[src/rtl/one_cycle_cpu_pkg.sv]
`default_nettype none
// ============================================================================
// Module   : one_cycle_cpu_pkg
// Brief    : Opcodes, instruction field positions and flag indices shared by
//            the single-cycle core and its ALU.
// Revision : 1.0 - initial release
// ============================================================================
package one_cycle_cpu_pkg;

    typedef enum logic [3:0] {
        OP_ADDI = 4'h0,
        OP_ADD  = 4'h1,
        OP_SUB  = 4'h2,
        OP_AND  = 4'h3,
        OP_MOV  = 4'h4,
        OP_OUT  = 4'h5,
        OP_JMP  = 4'h6,
        OP_JZ   = 4'h7,
        OP_HLT  = 4'hF
    } opcode_e;

    localparam int INSTR_W = 16;
    localparam int OP_MSB  = 15;
    localparam int OP_LSB  = 12;
    localparam int IMM_SEL = 11;
    localparam int RD_MSB  = 10;
    localparam int RD_LSB  = 9;
    localparam int SPARE   = 8;
    localparam int RS_MSB  = 7;
    localparam int RS_LSB  = 6;
    localparam int IMM_MSB = 7;
    localparam int IMM_LSB = 0;

    localparam int FLAG_N = 2;
    localparam int FLAG_Z = 1;
    localparam int FLAG_C = 0;

    // Opcode 0000 with I=0 is the NOP encoding, so ADDI only counts with I set.
    function automatic logic writes_flags(input logic [3:0] op, input logic imm_sel);
        return ((op == OP_ADDI) && imm_sel) || (op == OP_ADD) ||
               (op == OP_SUB) || (op == OP_AND);
    endfunction

endpackage
`default_nettype wire

[src/rtl/cpu_alu.sv]
`default_nettype none
// ============================================================================
// Module   : cpu_alu
// Brief    : Combinational ALU: add / subtract-with-borrow / and / pass-b,
//            producing the result and {N,Z,C}.
// Revision : 1.0 - initial release
// ============================================================================
module cpu_alu
    import one_cycle_cpu_pkg::*;
#(
    parameter int DATA_W = 8
) (
    input  logic [3:0]        i_op,
    input  logic [DATA_W-1:0] i_a,
    input  logic [DATA_W-1:0] i_b,
    output logic [DATA_W-1:0] o_result,
    output logic [2:0]        o_flags
);

    logic [DATA_W:0] w_wide;

    always_comb begin
        w_wide = '0;
        case (i_op)
            OP_ADDI, OP_ADD: w_wide = {1'b0, i_a} + {1'b0, i_b};
            // The extra MSB of the wrapped difference is the borrow.
            OP_SUB:          w_wide = {1'b0, i_a} - {1'b0, i_b};
            OP_AND:          w_wide = {1'b0, i_a & i_b};
            default:         w_wide = {1'b0, i_b};
        endcase
        o_result         = w_wide[DATA_W-1:0];
        o_flags          = '0;
        o_flags[FLAG_N]  = w_wide[DATA_W-1];
        o_flags[FLAG_Z]  = (w_wide[DATA_W-1:0] == '0);
        o_flags[FLAG_C]  = w_wide[DATA_W];
    end

endmodule
`default_nettype wire

[src/rtl/one_cycle_cpu.sv]
`default_nettype none
// ============================================================================
// Module   : one_cycle_cpu
// Brief    : Single-cycle 8-bit core with 4-entry register file, externally
//            programmed 256x16 instruction memory, LED bank and halt flag.
// Revision : 1.0 - initial release
// ============================================================================
module one_cycle_cpu
    import one_cycle_cpu_pkg::*;
#(
    parameter int IMEM_DEPTH = 256,
    parameter int DATA_W     = 8
) (
    input  logic                clk,
    input  logic                boton,
    input  logic [15:0]         data_in,
    input  logic [7:0]          inst_add,
    input  logic                isntruction_wenable,
    input  logic [1:0]          reg_address,
    input  logic                btnLEDS,
    output logic [2:0]          Flags,
    output logic [DATA_W-1:0]   registro,
    output logic [DATA_W-1:0]   LEDS,
    output logic                ledsito
);

    logic [INSTR_W-1:0]       imem_q [IMEM_DEPTH];
    logic [7:0]               pc_q, pc_d;
    logic [3:0][DATA_W-1:0]   regs_q, regs_d;
    logic [2:0]               flags_q, flags_d;
    logic [DATA_W-1:0]        out_q, out_d;
    logic                     halted_q, halted_d;

    logic [INSTR_W-1:0]       w_instr;
    logic [3:0]               w_op;
    logic                     w_imm_sel;
    logic [1:0]               w_rd, w_rs;
    logic [7:0]               w_imm;
    logic [DATA_W-1:0]        w_src;
    logic [DATA_W-1:0]        w_alu_result;
    logic [2:0]               w_alu_flags;
    logic                     w_unused_spare;

    assign w_instr        = imem_q[pc_q];
    assign w_op           = w_instr[OP_MSB:OP_LSB];
    assign w_imm_sel      = w_instr[IMM_SEL];
    assign w_rd           = w_instr[RD_MSB:RD_LSB];
    assign w_rs           = w_instr[RS_MSB:RS_LSB];
    assign w_imm          = w_instr[IMM_MSB:IMM_LSB];
    assign w_unused_spare = w_instr[SPARE];
    assign w_src          = w_imm_sel ? DATA_W'(w_imm) : regs_q[w_rs];

    cpu_alu #(.DATA_W(DATA_W)) u_alu (
        .i_op     (w_op),
        .i_a      (regs_q[w_rd]),
        .i_b      (w_src),
        .o_result (w_alu_result),
        .o_flags  (w_alu_flags)
    );

    always_comb begin
        pc_d     = pc_q;
        regs_d   = regs_q;
        flags_d  = flags_q;
        out_d    = out_q;
        halted_d = halted_q;
        if (isntruction_wenable) begin
            // Programming stalls the core and rewinds it to the first word.
            pc_d     = 8'h00;
            halted_d = 1'b0;
        end else if (!halted_q) begin
            pc_d = pc_q + 8'h01;
            if (writes_flags(w_op, w_imm_sel)) begin
                regs_d[w_rd] = w_alu_result;
                flags_d      = w_alu_flags;
            end
            case (w_op)
                OP_MOV: regs_d[w_rd] = w_src;
                OP_OUT: out_d        = w_src;
                OP_JMP: pc_d         = w_imm;
                OP_JZ:  if (flags_q[FLAG_Z]) pc_d = w_imm;
                OP_HLT: begin
                    pc_d     = pc_q;
                    halted_d = 1'b1;
                end
                default: ;
            endcase
        end
    end

    always_ff @(posedge clk) begin
        if (boton) begin
            pc_q     <= '0;
            regs_q   <= '0;
            flags_q  <= '0;
            out_q    <= '0;
            halted_q <= 1'b0;
        end else begin
            pc_q     <= pc_d;
            regs_q   <= regs_d;
            flags_q  <= flags_d;
            out_q    <= out_d;
            halted_q <= halted_d;
        end
    end

    // Instruction store has no reset; a reset cycle only blocks the write.
    always_ff @(posedge clk) begin
        if (!boton && isntruction_wenable) begin
            imem_q[inst_add] <= data_in;
        end
    end

    assign registro = regs_q[reg_address];
    assign LEDS     = btnLEDS ? out_q : DATA_W'(pc_q);
    assign Flags    = flags_q;
    assign ledsito  = halted_q;

endmodule
`default_nettype wire

[config.mk]
export PLATFORM = sky130hd
export DESIGN_NAME = one_cycle_cpu
export DESIGN_NICKNAME = d
export VERILOG_FILES = /design/src/rtl/one_cycle_cpu_pkg.sv /design/src/rtl/cpu_alu.sv /design/src/rtl/one_cycle_cpu.sv
export SDC_FILE = /design/constraint.sdc
export NUM_CORES = 2
export LEC_CHECK = 0
export BUFFER_PORTS_ARGS = -buffer_cell sky130_fd_sc_hd__buf_4
export CAP_MARGIN = 30
export CORE_ASPECT_RATIO = 0.6
export CORE_UTILIZATION = 40
export DETAILED_ROUTE_END_ITERATION = 7
export RECOVER_POWER = 25
export SYNTH_ARGS = -nofsm -noshare
export SYNTH_HDL_FRONTEND = slang
export SYNTH_SLANG_ARGS = --single-unit
[constraint.sdc]
create_clock -name clk -period 12.5 [get_ports clk]
set_input_delay 3.75 -clock clk [delete_from_list [all_inputs] [get_ports clk]]
set_output_delay 3.75 -clock clk [all_outputs]
set_load 0.01 [all_outputs]
==> key figures <==
Outcome
  • Outcome: finished, violations left
  • Failing checks: max-capacitance violations, max-slew violations

Synth
  • Yosys warns: 0
  • EDFF count, synth: 3840
  • Top cell type's share of synthesized area: 0.758
  • Post-synth top area cell: edfxtp_1
  • Most frequent cell after synthesis: edfxtp_1
  • Mapped Avg Cell Area: 22.1 sq um
  • Synth Flop Type: edfxtp_1
  • Cell variety after synth: 88
  • Top post-synthesis cells by count: edfxtp_1, mux4_2, nor2_1
  • Synthesized area: 152000 sq um
  • Synth top area cells: edfxtp_1, mux4_2, mux2i_1
  • Async SR Flop Fraction: 0
  • Synthesized flop and latch total: 3900
  • Syn nets: 6920
  • Post-Synthesis Cells: 6879
  • Seq/Total Area, Yosys: 0.766

Final layout
  • Area of the multi-input gates: 33600 sq um
  • Share of post-route cells with drive strength above 1: 0.281
  • Post-layout nets: 7323
  • Synth-to-layout area growth: 12.4%
  • FF/Latch Area: 117000 sq um
  • Fill cell count: 31321

Clock network
  • Post-CTS sizing: 0
  • Clock transition at the registers of the reported paths: 70 ps
  • TritonCTS clock tree: built
  • Num CTS Buffers: 336
  • Htree depth: 5
  • Clock latency on the worst-skew pair: 920 ps
  • # hold bufs at CTS: 0
  • Sink Count: 3900
  • CTS max path bufs: 4
  • CTS root buffer: clkbuf_16
  • Post-CTS Setup Repair Bufs: 0

Placement
  • Final GP Congestion: 0.892
  • Placement Setup Slack: 3680 ps
  • Post-DP HPWL: 273000 um
  • Port Buffer Count: 48

Power
  • Leak: 51.6 nW
  • Logic gate share of total power: 0.081
  • Internal power: 20.9 mW
  • Seq pwr share: 0.534
  • Part of the power in the clock network: 0.385
  • PwrDens: 158 nW/um^2
  • Peak VDD IR: 0.121 mV
  • Switching power: 6.16 mW
  • Switching Share: 0.228

Floorplanning
  • Die ar.: 383000 sq um
  • IO Pins: 50
  • Core region area: 379000 sq um
  • Rows: 175
  • Die width: 798 um
  • Die height: 480 um
  • Initial Util: 0.402

Drt
  • DR iter-0 viols: 13354
  • DR WL met3: 62100 um
  • Via density: 6.15
  • WL/cell: 35.1 um
  • Vias post-DR: 77420
  • Post-route ant nets: 0
  • Met2 WL: 178000 um
  • DRC Markers: 0
  • 1st-pass router iterations: 6
  • M1 WL: 191000 um
  • Total Wirelength: 442000 um
  • Top Layer Used: met5

STA
  • Setup violators final: 0
  • Fmax: 101 MHz
  • Unrepaired setup endpoints after global routing: false
  • Share of the clock period used by the worst path: 0.791
  • Period minus WS final: 9880 ps
  • Final slew viol count: 2115
  • Actual slew at the worst max-slew pin: 7080 ps
  • Number of hold violations in the final report: 0
  • Slew headroom: -3.72
  • Clock skew: 59.4 ps
  • Setup TNS: 0 ps
  • PnR worst setup slack: 2620 ps

GRT
  • Grt ovf: 0
  • Largest net degree at the start of global routing: 198
  • Number of global-route vias before repair: 74213
  • Total GRT Usage: 0.226
  • First-pass GRT wire length: 607000 um
  • Initial antenna violation count: 37

Worst setup path
  • Buf+Inv Stages, Crit Path: 4
  • R2R Path End: Flags[1]$_SDFFE_PP0P_
  • CP cell instances: clkbuf_1 -> clkbuf_1 -> clkbuf_1 -> buf_16
  • CP Class: in -> reg
  • Flop2flop setup slack: 3900 ps
  • CP endpoint: imem_q[147][9]$_DFFE_PP_
  • Crit Path Max Fanout: 125
  • Slowest stage cell, crit path: clkbuf_1
  • Critical path endpoint category: register
  • CP startpoint kind: primary input
  • CP top delay family: buffers and inverters
  • Crit path DAT: 10540 ps
  • Most common cell on crit path: clkbuf_1
  • Critical Path RT: 13160 ps
  • Setup crit start: data_in[9]
  • R2R cell count: 22
  • Crit path largest cell delay: 4130 ps
  • Number of cells on the critical path: 4

Worst hold path
  • Worst Hold Class: reg -> reg

Flow run
  • Max Cap Viol: 26
## sequential cells by signal (all words and copies together), names as in the netlist, named ones only
register and count:
imem_q 3840, Flags 3, ledsito 1, pc_q 8, regs_q 32, out_q 8
## tightest hold or removal path: stages (launching register included)
cell and delay [ps]:
dfxtp_1 310, nand2b_1 60, a21oi_1 60
## per-layer routing
layer  GRT usage  vias up
li1            -    29877
met1       0.361    41728
met2       0.298     5119
met3      0.0739      674
met4      0.0515       22
met5     0.00247        -
## cell families after synthesis
| logic type | Yosys count | share of synthesized area |
|---|---|---|
| flip-flops | 3900 | 0.766 |
| AO/OA/AOI/OAI | 479 | 0.0214 |
| AND/OR/NAND/NOR | 778 | 0.0229 |
| multiplexers | 1283 | 0.172 |
| XOR/XNOR | 13 | 0.000748 |
| adder cells (fa/ha/maj) | 11 | 0.000954 |
| buffers and inverters | 415 | 0.0162 |
## cell type report
cell class | instances | share of cell area
Sequential cell | 3900 | 0.682
Antenna cell | 16 | 0.000234
Clock inverter | 187 | 0.00994
Inverter | 22 | 0.000571
Multi-Input combinational cell | 2564 | 0.196
Timing Repair Buffer | 458 | 0.0225
Tap cell | 5044 | 0.0369
Clock buffer | 404 | 0.0518
## power groups by stage
stage	clock (mW)	combinational [mW]	sequential, mW
final	10.4	2.19	14.4
after global routing	11.0	2.30	14.4
after CTS	10.5	2.17	14.4
after detailed placement	0	2.16	14.7
after global placement	0	2.13	14.7
after floorplan	0	1.36	14.7
## metrics by stage
stage | instance area, sq um | hold slack (ps) | utilization | power [mW] | cells
floorplan | 152000 | 447 | - | 16.0 | 6879
global placement | 160000 | 463 | 0.422 | 16.8 | 11948
detailed placement | 160000 | 463 | 0.423 | 16.9 | 11964
CTS | 171000 | 475 | 0.451 | 27.1 | 12555
global route | 171000 | 492 | 0.451 | 27.7 | 12579
finish | 171000 | 471 | 0.451 | 27.0 | 12595
## layout by cell type (no fill, tap or decap), types with 20 or more instances in the layout
master	instances
a21oi_1	80
a22oi_1	103
buf_12	22
buf_4	373
bufinv_16	28
clkbuf_1	95
clkbuf_16	345
clkinv_1	73
clkinv_2	60
dfxtp_1	54
edfxtp_1	3840
mux2_2	33
mux2i_1	189
mux4_2	1057
nand2_1	181
nand2b_1	20
nand3_1	86
nand4_1	24
nor2_1	248
nor2_2	65
nor2_4	28
nor2b_1	23
nor3_1	20
o21ai_0	87
o22ai_1	51
## worst min path at each step
stage,start,endpoint,depth (start not counted)
after floorplan,out_q[6]$_SDFFE_PP0P_,out_q[6]$_SDFFE_PP0P_,2
after global placement,out_q[7]$_SDFFE_PP0P_,out_q[7]$_SDFFE_PP0P_,2
after detailed placement,out_q[6]$_SDFFE_PP0P_,out_q[6]$_SDFFE_PP0P_,2
after CTS,out_q[7]$_SDFFE_PP0P_,out_q[7]$_SDFFE_PP0P_,2
after global routing,out_q[7]$_SDFFE_PP0P_,out_q[7]$_SDFFE_PP0P_,2
final,out_q[7]$_SDFFE_PP0P_,out_q[7]$_SDFFE_PP0P_,2
No activity file was read; power rests on OpenSTA's default activity.
